$ cat config.mk
export PLATFORM = sky130hd
export DESIGN_NAME = gate_pipe_flat
export DESIGN_NICKNAME = d
export VERILOG_FILES = /design/src/rtl/gate_pipe_pkg.sv /design/src/rtl/gate_pipe_if.sv /design/src/rtl/gate_alu.sv /design/src/rtl/gate_pipe.sv /design/src/flat_wrapper.sv
export SDC_FILE = /design/constraint.sdc
export NUM_CORES = 1
export LEC_CHECK = 0
export BUFFER_PORTS_ARGS = -buffer_cell sky130_fd_sc_hd__buf_2
export CAP_MARGIN = 20
export CORE_MARGIN = 5
export CORE_UTILIZATION = 40
export DETAILED_ROUTE_END_ITERATION = 10
export GPL_TIMING_DRIVEN = 0
export PLACE_DENSITY = 0.66
export SETUP_SLACK_MARGIN = 0.02
export SLEW_MARGIN = 20
export SYNTH_ARGS = -nofsm -noshare
export SYNTH_HDL_FRONTEND = slang
export SYNTH_SLANG_ARGS = --single-unit
$ cat constraint.sdc
create_clock -name clk -period 1.4 [get_ports clk]
set_input_delay 0.21 -clock clk [delete_from_list [all_inputs] [get_ports clk]]
set_output_delay 0.21 -clock clk [all_outputs]
set_load 0.1 [all_outputs]
$ cat src/rtl/gate_pipe_pkg.sv
// rtl/gate_pipe_pkg.sv - op codes and field widths shared by the gate_pipe slice
package gate_pipe_pkg;

  localparam int OP_W = 3;

  typedef enum logic [OP_W-1:0] {
    OP_AND  = 3'd0,
    OP_OR   = 3'd1,
    OP_NAND = 3'd2,
    OP_NOR  = 3'd3,
    OP_XOR  = 3'd4,
    OP_XNOR = 3'd5,
    OP_NOTA = 3'd6,
    OP_BUFA = 3'd7
  } gate_op_e;

endpackage

$ cat src/rtl/gate_pipe_if.sv
// rtl/gate_pipe_if.sv - operand/result handshake bundle for gate_pipe
// y_red exists only when GATE_REDUCE_EN is defined.
interface gate_pipe_if
  import gate_pipe_pkg::*;
#(
  parameter int WIDTH = 8
);

  logic             in_valid;
  logic             in_ready;
  logic [WIDTH-1:0] a;
  logic [WIDTH-1:0] b;
  logic [OP_W-1:0]  op;
  logic             out_valid;
  logic             out_ready;
  logic [WIDTH-1:0] y;
`ifdef GATE_REDUCE_EN
  logic [2:0]       y_red;
`endif

  modport master (
    output in_valid, a, b, op, out_ready,
    input  in_ready, out_valid, y
`ifdef GATE_REDUCE_EN
    , input y_red
`endif
  );

  modport slave (
    input  in_valid, a, b, op, out_ready,
    output in_ready, out_valid, y
`ifdef GATE_REDUCE_EN
    , output y_red
`endif
  );

endinterface

$ cat src/rtl/gate_alu.sv
// rtl/gate_alu.sv - combinational bitwise logic unit selected by op
module gate_alu
  import gate_pipe_pkg::*;
#(
  parameter int WIDTH = 8
) (
  input  gate_op_e         op,
  input  logic [WIDTH-1:0] a,
  input  logic [WIDTH-1:0] b,
  output logic [WIDTH-1:0] y
);

  always_comb begin
    y = '0;
    case (op)
      OP_AND:  y = a & b;
      OP_OR:   y = a | b;
      OP_NAND: y = ~(a & b);
      OP_NOR:  y = ~(a | b);
      OP_XOR:  y = a ^ b;
      OP_XNOR: y = ~(a ^ b);
      OP_NOTA: y = ~a;
      OP_BUFA: y = a;
    endcase
  end

endmodule

$ cat src/rtl/gate_pipe.sv
// rtl/gate_pipe.sv - two-stage valid/ready pipelined gate with transfer counter
// Define GATE_REDUCE_EN to add the registered y_red reduction output.
module gate_pipe
  import gate_pipe_pkg::*;
#(
  parameter int WIDTH = 8,
  parameter int CNT_W = 16
) (
  input  logic             clk,
  input  logic             rst_n,
  gate_pipe_if.slave       bus,
  output logic [CNT_W-1:0] txn_cnt
);

  logic             s1_valid;
  logic [WIDTH-1:0] s1_a;
  logic [WIDTH-1:0] s1_b;
  gate_op_e         s1_op;
  logic             s2_valid;
  logic [WIDTH-1:0] s2_y;
  logic [WIDTH-1:0] alu_y;
  logic             s1_load;
  logic             s2_load;

  // No skid buffer: in_ready ripples combinationally back from out_ready.
  assign s2_load     = !s2_valid || bus.out_ready;
  assign s1_load     = !s1_valid || s2_load;
  assign bus.in_ready  = s1_load;
  assign bus.out_valid = s2_valid;
  assign bus.y         = s2_y;

  always_ff @(posedge clk or negedge rst_n) begin
    if (!rst_n) begin
      s1_valid <= 1'b0;
      s1_a     <= '0;
      s1_b     <= '0;
      s1_op    <= OP_AND;
    end else if (s1_load) begin
      s1_valid <= bus.in_valid;
      if (bus.in_valid) begin
        s1_a  <= bus.a;
        s1_b  <= bus.b;
        s1_op <= gate_op_e'(bus.op);
      end
    end
  end

  gate_alu #(.WIDTH(WIDTH)) u_alu (
    .op (s1_op),
    .a  (s1_a),
    .b  (s1_b),
    .y  (alu_y)
  );

  always_ff @(posedge clk or negedge rst_n) begin
    if (!rst_n) begin
      s2_valid <= 1'b0;
      s2_y     <= '0;
    end else if (s2_load) begin
      s2_valid <= s1_valid;
      if (s1_valid) begin
        s2_y <= alu_y;
      end
    end
  end

`ifdef GATE_REDUCE_EN
  logic [2:0] s2_red;

  always_ff @(posedge clk or negedge rst_n) begin
    if (!rst_n) begin
      s2_red <= '0;
    end else if (s2_load && s1_valid) begin
      s2_red <= {^alu_y, |alu_y, &alu_y};
    end
  end

  assign bus.y_red = s2_red;
`endif

  always_ff @(posedge clk or negedge rst_n) begin
    if (!rst_n) begin
      txn_cnt <= '0;
    end else if (s2_valid && bus.out_ready) begin
      txn_cnt <= txn_cnt + CNT_W'(1);
    end
  end

endmodule

$ cat src/flat_wrapper.sv
// flat-port wrapper written by rule: the top's interface ports become plain ports
module gate_pipe_flat import gate_pipe_pkg::*;
#(
  parameter int WIDTH = 8,
  parameter int CNT_W = 16
)
  (clk, rst_n, txn_cnt, bus_in_valid, bus_a, bus_b, bus_op, bus_out_ready, bus_in_ready, bus_out_valid, bus_y);
  gate_pipe_if #(.WIDTH(WIDTH)) bus_i ();
  input  logic clk;
  input  logic rst_n;
  output logic [CNT_W-1:0] txn_cnt;
  input wire logic [$bits(bus_i.in_valid)-1:0] bus_in_valid;
  input wire logic [$bits(bus_i.a)-1:0] bus_a;
  input wire logic [$bits(bus_i.b)-1:0] bus_b;
  input wire logic [$bits(bus_i.op)-1:0] bus_op;
  input wire logic [$bits(bus_i.out_ready)-1:0] bus_out_ready;
  output wire logic [$bits(bus_i.in_ready)-1:0] bus_in_ready;
  output wire logic [$bits(bus_i.out_valid)-1:0] bus_out_valid;
  output wire logic [$bits(bus_i.y)-1:0] bus_y;
  assign bus_i.in_valid = bus_in_valid;
  assign bus_i.a = bus_a;
  assign bus_i.b = bus_b;
  assign bus_i.op = bus_op;
  assign bus_i.out_ready = bus_out_ready;
  assign bus_in_ready = bus_i.in_ready;
  assign bus_out_valid = bus_i.out_valid;
  assign bus_y = bus_i.y;
  gate_pipe #(.WIDTH(WIDTH), .CNT_W(CNT_W)) u_core (.clk(clk), .rst_n(rst_n), .bus(bus_i), .txn_cnt(txn_cnt));
endmodule
==> metrics.json, run 1 <==
{
  "status": {
    "run_status": "finished, violations left",
    "failed_checks": "negative setup slack"
  },
  "grt": {
    "overall_global_routing_usage_pct": 15.8,
    "via_count_of_the_first_global_routing_pass": 2152,
    "number_of_antenna_violations_at_the_first_check_in_global_routing": 0,
    "grt.overflow.total": 0,
    "globalRouteMet1Util_pct": 20.6,
    "top_usage_layer": "met2",
    "globalRouteMet3Util_pct": 2.63,
    "grt_max_degree": 46,
    "grt_first_pass_wirelength_um": 10700,
    "grt_util_met2_pct": 26.3
  },
  "detailed_routing": {
    "detailroute.via_count": 2115,
    "drt_first_pass_iters": 4,
    "post_drt_wl_per_cell_um": 15.4,
    "first_iter_violations": 70,
    "vias_per_inst": 5.08,
    "remaining_drc_errors": 0,
    "ant_nets": 0,
    "postRouteWirelength_um": 6420
  },
  "floorplan": {
    "ioPinCount": 49,
    "die_x_um": 92.0,
    "num_rows": 30,
    "die_h_um": 92.0,
    "fp.coreArea_um2": 6680,
    "dieArea_um2": 8470,
    "start_util_pct": 40.3
  },
  "timing": {
    "slew-limit-headroom_pct": 60.8,
    "timing.final.ws_setup_ps": -82.6,
    "fin_hold_ws_ps": 136,
    "hold_viol_final": 0,
    "final.period_utilization_pct": 106,
    "clock-skew-final_ps": 9.47,
    "maxClockFrequency_ghz": 0.674,
    "rsz_0062_raised_after_global_routing": "true",
    "setup-violations-final": 26,
    "final.min_clock_period_ps": 1480,
    "count_of_pins_over_their_slew_limit": 0,
    "worst_pin_slew_ps": 588
  },
  "placement": {
    "port_buffers": 48,
    "place_hpwl_um": 4130,
    "routabilityCongestion": 0.763,
    "placed_area_um2": 3150,
    "placed_cells": 384
  },
  "power": {
    "worst_ir_drop_vdd_uv": 1260,
    "leakage_nw": 1.81,
    "powerDensity_nw_per_um2": 1560
  },
  "synthesis": {
    "ys_seq_elements": 45,
    "synth_nets": 296,
    "postSynthAreaPerCell_um2": 10.5,
    "async_reset_ff_share_pct": 100,
    "synth-compound-area-share_pct": 10.1,
    "synth.mux.area_fraction_pct": 9.15,
    "post_synthesis_cell_area_um2": 2690,
    "post_synth_and_or_nand_nor_area_fraction_pct": 18.2,
    "synth_xor_area_share_pct": 7.16,
    "synth_sequential_area_ratio_pct": 41.8,
    "synth_warnings": 0,
    "synthesis.instances": 256,
    "main_combinational_cell_family_by_area_after_synthesis": "simple AND/OR/NAND/NOR gates",
    "leading_register_cell_type_out_of_synthesis": "dfrtp_1",
    "share_of_synthesized_cell_area_in_full_adder_half_adder_and_majority_cells_pct": 7.90,
    "post_synthesis_cell_type_count": 43,
    "synth-edff-count": 0
  },
  "critical_path": {
    "worstPathBufferInverterCount": 2,
    "critical-path-top-delay-family": "flip-flops",
    "crit_arrival_ps": 1270,
    "cpPeakStageDelay_ps": 530,
    "worst_path_required_ps": 1190,
    "launch_instance_of_the_worst_register_to_register_path": "u_core.s1_a[7]$_DFFE_PN0P_",
    "path_max_fanout": 6,
    "startpoint": "u_core.bus.out_valid$_DFFE_PN0P_",
    "worstSetupStartpointType": "flip-flop",
    "reg2regPathDepth": 6,
    "critical_path.endpoint_type": "output port",
    "cp_cell_sequence": "nand3b_1, buf_6, buf_12",
    "cp_slowest_cell": "dfrtp_4",
    "cp_depth": 3,
    "worst-setup-path-type": "reg2out"
  },
  "clock_network": {
    "cts.reportedPaths.clkPinSlew_ps": 90,
    "htree_num_levels": 2,
    "cts_buffers": 5,
    "root_buffer": "clkbuf_8",
    "cts-root-to-sink-buffers": 2,
    "cts_tree": "yes",
    "clock_latency_reported_for_the_late_side_of_the_worst_skew_pair_ps": 290,
    "cts_sinks": 45
  },
  "hold_path": {
    "hold_path.class": "in2reg",
    "min_delay_path_depth": 2,
    "min-delay-start": "bus_a[7]"
  },
  "final_layout": {
    "most_frequent_cells_in_the_layout": "buf_2, dfrtp_1, buf_4",
    "nFillCells": 587,
    "finish.cell_count_without_fillers": 416,
    "finalInstanceArea_um2": 3750,
    "final_net_count": 375,
    "layout-drive-gt1-share_pct": 50.9,
    "flow.area_growth_from_synthesis_pct": 39.4,
    "num_antenna_cells": 0,
    "leading_cell_type_in_the_layout_fill_and_taps_excluded": "buf_2"
  },
  "run": {
    "max_cap_viol_count": 0
  }
}
==> registers in the layout (all words and copies together), names as in the netlist <==
name                  flops
u_core.bus.out_valid      1
u_core.bus.y              8
u_core.s1_a               8
u_core.s1_b               8
u_core.s1_op              3
u_core.s1_valid           1
u_core.txn_cnt           16
==> path summary, 6_finish.rpt <==
check                                                  to  slack (ps)
setup / recovery                             bus_in_ready         -80
hold / removal                 u_core.s1_a[7]$_DFFE_PN0P_         140
setup reg to reg              u_core.bus.y[7]$_DFFE_PN0P_         -80
hold reg to reg            u_core.txn_cnt[15]$_DFFE_PN0P_         470
max in group asynchronous  u_core.txn_cnt[10]$_DFFE_PN0P_         500
min in group asynchronous   u_core.txn_cnt[0]$_DFFE_PN0P_         450
==> metrics by stage <==
step                      util (%)  worst slack, ps  setup TNS [ps]  total power [W]
after global placement        47.1            -86.1           -1170          0.00449
after floorplan                  -            -1150          -22580          0.00405
after detailed placement      47.1             -121           -1400          0.00454
final                         56.2            -82.6           -1330          0.00586
after CTS                     53.1             -109            -719          0.00568
after global routing          56.2             -195           -3100          0.00617
==> per-layer routing <==
| metal | wire length [um] | vias to the layer above |
|---|---|---|
| met2 | 3220 | 33 |
| li1 | - | 1033 |
| met4 | 127 | 0 |
| met5 | 0 | - |
| met3 | 162 | 10 |
| met1 | 2910 | 1039 |
==> report_power, final <==
group	internal [W]	switching [W]
logic	0.00102	0.00212
clock network	0.000402	0.000447
registers	0.00161	0.000259
==> area by class of cell <==
type / count / area (um^2) / area share, %
multi-input cells: 181 / 1680 / 44.7
flip-flops and latches: 45 / 1170 / 31.2
repair buffers: 73 / 538 / 14.3
plain buffers: 10 / 100 / 2.67
well taps: 80 / 100 / 2.67
clock buffers: 7 / 86.3 / 2.30
inverters: 19 / 71.3 / 1.90
clock inverters: 1 / 7.51 / 0.200
==> synthesized netlist by cell type, types with 2 or more instances <==
library cell | count | area share [%]
xnor2_1 | 9 | 2.9
a21o_1 | 7 | 2.0
nand3_1 | 6 | 1.1
clkbuf_1 | 2 | 0.28
dfrtp_1 | 45 | 42
o31ai_2 | 3 | 1.4
o31ai_1 | 4 | 1.1
ha_1 | 17 | 7.9
xor2_1 | 13 | 4.2
nand2b_1 | 3 | 0.70
mux2_2 | 21 | 8.8
a21oi_1 | 7 | 1.3
o21ai_0 | 2 | 0.37
nor2_1 | 22 | 3.1
inv_1 | 19 | 2.6
a211oi_1 | 6 | 1.7
and3_1 | 3 | 0.70
o21ai_1 | 5 | 0.93
nor4bb_1 | 6 | 2.2
nand2_1 | 14 | 2.0
buf_6 | 4 | 1.7
buf_2 | 3 | 0.56
nor2b_1 | 15 | 3.5
==> logic make-up after synthesis <==
family,count (synthesis)
buffers and inverters,30
muxes,22
AOI/OAI and AO/OA,37
xor gates and xnor gates,22
and+or+nand+nor,83
DFF,45
adders and majority gates,17
==> repair_timing <==
action	4_1_cts	5_1_grt
endpoints found under the setup margin	32	38
pin swaps	18	22
gates cloned	1	0
buffers inserted	21	2
hold buffers	0	1
resized for setup	31	43
hold endpoints to repair	0	45
No activity file was read; power rests on OpenSTA's default activity.
==> run 2, diff against run 1 <==
--- a/config.mk
+++ b/config.mk
@@ -7,11 +7,13 @@
 export LEC_CHECK = 0
 export BUFFER_PORTS_ARGS = -buffer_cell sky130_fd_sc_hd__buf_2
 export CAP_MARGIN = 20
+export CORE_ASPECT_RATIO = 1.4
 export CORE_MARGIN = 5
-export CORE_UTILIZATION = 40
+export CORE_UTILIZATION = 50
+export CTS_CLUSTER_SIZE = 16
 export DETAILED_ROUTE_END_ITERATION = 10
 export GPL_TIMING_DRIVEN = 0
-export PLACE_DENSITY = 0.66
+export PLACE_DENSITY = 0.79
 export SETUP_SLACK_MARGIN = 0.02
 export SLEW_MARGIN = 20
 export SYNTH_ARGS = -nofsm -noshare
==> run 2 against run 1 <==
  * First-iteration DRC count increased by 30%
  * Worst setup slack got worse by 47 ps
  * Sequential share of layout area up 0.33 points
  * Combinational power hardly changed
  * The flow still finishes with violations (negative setup slack)
==> metrics.json, run 2 (synthesis results as in run 1) <==
{
  "detailed_routing": {
    "first_iter_violations": {"value": 91, "change": "was 70"},
    "remaining_drc_errors": {"value": 0, "change": "unchanged"},
    "post_drt_wl_per_cell": {"value": 16.0, "unit": "um", "change": "was 15.4 um"},
    "drt_first_pass_iters": {"value": 4, "change": "unchanged"},
    "vias_per_inst": {"value": 5.32, "change": "was 5.08"},
    "postRouteWirelength": {"value": 6430, "unit": "um", "change": "was 6420 um"},
    "detailroute.via_count": {"value": 2137, "change": "was 2115"},
    "ant_nets": {"value": 0, "change": "unchanged"}
  },
  "clock_network": {
    "cts-root-to-sink-buffers": {"value": 2, "change": "unchanged"},
    "clock_latency_reported_for_the_late_side_of_the_worst_skew_pair": {"value": 300, "unit": "ps", "change": "was 290 ps"},
    "cts_buffers": {"value": 5, "change": "unchanged"},
    "htree_num_levels": {"value": 2, "change": "unchanged"},
    "cts.reportedPaths.clkPinSlew": {"value": 80, "unit": "ps", "change": "was 90 ps"},
    "cts_tree": {"value": "yes", "change": "unchanged"},
    "root_buffer": {"value": "clkbuf_8", "change": "unchanged"},
    "cts_sinks": {"value": 45, "change": "unchanged"}
  },
  "critical_path": {
    "most_common_cell_on_crit_path": "inv_1",
    "launch_instance_of_the_worst_register_to_register_path": {"value": "u_core.s1_a[7]$_DFFE_PN0P_", "change": "unchanged"},
    "worstSetupStartpointType": {"value": "flip-flop", "change": "unchanged"},
    "worst_path_required": {"value": 1600, "unit": "ps", "change": "was 1190 ps"},
    "cp_slowest_cell": {"value": "dfrtp_1", "change": "was dfrtp_4"},
    "crit_arrival": {"value": 1730, "unit": "ps", "change": "was 1270 ps"},
    "critical-path-top-delay-family": {"value": "multiplexers", "change": "was flip-flops"},
    "reg2regPathDepth": {"value": 6, "change": "unchanged"},
    "cp_cell_sequence": {"value": "inv_1, ha_1, inv_1, mux2i_1, mux2_4, o41ai_2", "change": "was nand3b_1, buf_6, buf_12"},
    "startpoint": {"value": "u_core.s1_a[7]$_DFFE_PN0P_", "change": "was u_core.bus.out_valid$_DFFE_PN0P_"},
    "critical_path.endpoint_type": {"value": "flip-flop", "change": "was output port"},
    "path_max_fanout": {"value": 4, "change": "was 6"},
    "worstPathBufferInverterCount": {"value": 2, "change": "unchanged"},
    "cp_depth": {"value": 6, "change": "was 3"},
    "cpPeakStageDelay": {"value": 420, "unit": "ps", "change": "was 530 ps"},
    "worst-setup-path-type": {"value": "reg2reg", "change": "was reg2out"}
  },
  "power": {
    "p_int": {"value": 0.00299, "unit": "W", "change": "was 0.00303 W"},
    "power_frac_clock": {"value": 13.6, "unit": "%", "change": "was 14.5%"},
    "total_power": {"value": 0.00582, "unit": "W", "change": "was 0.00586 W"},
    "power.sequential.fraction": {"value": 32.1, "unit": "%", "change": "was 31.9%"},
    "netSwitchingPower": {"value": 0.00282, "unit": "W", "change": "about the same"},
    "powerDensity": {"value": 1560, "unit": "nW/um^2", "change": "about the same"},
    "switching_share": {"value": 48.5, "unit": "%", "change": "was 48.2%"},
    "leakage": {"value": 1.83, "unit": "nW", "change": "was 1.81 nW"},
    "combinationalPowerShare": {"value": 54.4, "unit": "%", "change": "was 53.6%"},
    "worst_ir_drop_vdd": {"value": 782, "unit": "uV", "change": "was 1260 uV"}
  },
  "final_layout": {
    "num_antenna_cells": {"value": 0, "change": "unchanged"},
    "largest_register_ff_count": {"value": 16, "change": "unchanged"},
    "final_net_count": {"value": 375, "change": "unchanged"},
    "leading_cell_type_in_the_layout_fill_and_taps_excluded": {"value": "buf_2", "change": "unchanged"},
    "flow.area_growth_from_synthesis": {"value": 38.1, "unit": "%", "change": "was 39.4%"},
    "fin_util": {"value": 71.5, "unit": "%", "change": "was 56.2%"},
    "largest-register": {"value": "u_core.txn_cnt", "change": "unchanged"},
    "layout-drive-gt1-share": {"value": 50.6, "unit": "%", "change": "was 50.9%"},
    "finish.cell_count_without_fillers": {"value": 402, "change": "was 416"},
    "finalInstanceArea": {"value": 3720, "unit": "um^2", "change": "was 3750 um^2"},
    "most_frequent_cells_in_the_layout": {"value": "buf_2, dfrtp_1, buf_4", "change": "unchanged"}
  },
  "timing": {
    "final.period_utilization": {"value": 109, "unit": "%", "change": "was 106%"},
    "final.min_clock_period": {"value": 1530, "unit": "ps", "change": "was 1480 ps"},
    "worst_pin_slew": {"value": 575, "unit": "ps", "change": "was 588 ps"},
    "rsz_0062_raised_after_global_routing": {"value": "true", "change": "unchanged"},
    "timing.final.ws_setup": {"value": -129, "unit": "ps", "change": "was -82.6 ps"},
    "setup-violations-final": {"value": 27, "change": "was 26"},
    "hold_viol_final": {"value": 0, "change": "unchanged"},
    "slew-limit-headroom": {"value": 61.7, "unit": "%", "change": "was 60.8%"},
    "count_of_pins_over_their_slew_limit": {"value": 0, "change": "unchanged"},
    "clock-skew-final": {"value": 5.95, "unit": "ps", "change": "was 9.47 ps"},
    "maxClockFrequency": {"value": 0.654, "unit": "GHz", "change": "was 0.674 GHz"}
  },
  "grt": {
    "overall_global_routing_usage": {"value": 17.4, "unit": "%", "change": "was 15.8%"},
    "grt.overflow.total": {"value": 0, "change": "unchanged"},
    "grt_max_degree": {"value": 46, "change": "unchanged"},
    "number_of_antenna_violations_at_the_first_check_in_global_routing": {"value": 0, "change": "unchanged"},
    "grt_first_pass_wirelength": {"value": 9730, "unit": "um", "change": "was 10700 um"},
    "via_count_of_the_first_global_routing_pass": {"value": 2183, "change": "was 2152"}
  },
  "floorplan": {
    "start_util": {"value": 51.8, "unit": "%", "change": "was 40.3%"},
    "die_x": {"value": 72.0, "unit": "um", "change": "was 92.0 um"},
    "dieArea": {"value": 6970, "unit": "um^2", "change": "was 8470 um^2"},
    "num_rows": {"value": 31, "change": "was 30"},
    "fp.coreArea": {"value": 5200, "unit": "um^2", "change": "was 6680 um^2"},
    "ioPinCount": {"value": 49, "change": "unchanged"},
    "die_h": {"value": 96.8, "unit": "um", "change": "was 92.0 um"}
  },
  "placement": {
    "port_buffers": {"value": 48, "change": "unchanged"},
    "place_hpwl": {"value": 4140, "unit": "um", "change": "was 4130 um"},
    "routabilityCongestion": {"value": 0.878, "change": "was 0.763"},
    "placed_area": {"value": 3130, "unit": "um^2", "change": "was 3150 um^2"},
    "preCtsSetupSlack": {"value": -129, "unit": "ps", "change": "was -121 ps"},
    "placed_cells": {"value": 370, "change": "was 384"}
  },
  "hold_path": {
    "min-delay-start": {"value": "bus_op[0]", "change": "was bus_a[7]"},
    "min_delay_path_depth": {"value": 2, "change": "unchanged"},
    "hold_path.class": {"value": "in2reg", "change": "unchanged"}
  },
  "status": {
    "failed_checks": {"value": "negative setup slack", "change": "unchanged"},
    "run_status": {"value": "finished, violations left", "change": "unchanged"}
  },
  "run": {
    "max_cap_viol_count": {"value": 0, "change": "unchanged"}
  }
}
run 2: cell types whose count changed in the layout (fill, tap and decap cells not counted), sizes merged:
cell and delta:
clkinvlp -1, clkinv +2, clkbuf +1, buf -2
run 2: worst paths after layout:
kind / end / slack [ps]
setup / recovery: u_core.bus.y[7]$_DFFE_PN0P_ / -130
hold / removal: u_core.s1_op[0]$_DFFE_PN0P_ / 140
setup reg to reg: u_core.bus.y[7]$_DFFE_PN0P_ / -130
hold reg to reg: u_core.txn_cnt[15]$_DFFE_PN0P_ / 470
max in group asynchronous: u_core.txn_cnt[5]$_DFFE_PN0P_ / 510
min in group asynchronous: u_core.txn_cnt[3]$_DFFE_PN0P_ / 440
run 2: layer usage:
layer	track usage, %	vias to the layer above	wire [um]
met5	0	-	0
met4	8.10	0	120
met3	2.90	10	304
met2	31.1	64	3490
met1	19.6	1037	2520
li1	-	1026	-
run 2: what timing repair did:
item,CTS,global route
hold endpoints to repair,0,45
gates resized for setup,14,58
gates cloned,0,1
pin swaps,14,15
endpoints found under the setup margin,28,41
setup buffers,19,3
hold buffers,0,1
run 2: area by class of cell:
type                       instances  area, um^2
multi-input combinational        181        1710
fill                             384        1480
sequential                        45        1170
timing repair buffer              72         504
buffer                            11        97.6
tap                               66        82.6
clock buffer                       6        72.6
inverter                          19        71.3
clock inverter                     2        10.0
run 2: through the flow:
stage          hold slack (ps)  setup TNS (ps)
2_1_floorplan            -85.6          -22580
3_3_place_gp               425            -584
3_5_place_dp               439           -1130
4_1_cts                    117            -623
5_1_grt                    128           -3810
6_report                   138           -1790
run 2: worst register-to-register path, delay by kind of cell, from the launching register on:
family | cells | cell delay [ps]
multiplexers | 2 | 500
flip-flops | 1 | 420
AO/OA/AOI/OAI | 1 | 260
adder cells (fa/ha/maj) | 1 | 130
buffers and inverters | 2 | 120
run 2: power groups by stage:
stage | combinational [W] | clock [W] | sequential [W]
final | 0.00316 | 0.000789 | 0.00187
after global routing | 0.00332 | 0.000857 | 0.00190
after CTS | 0.00286 | 0.000807 | 0.00184
after global placement | 0.00261 | 0 | 0.00187
after floorplan | 0.000965 | 0 | 0.00309
after detailed placement | 0.00265 | 0 | 0.00189
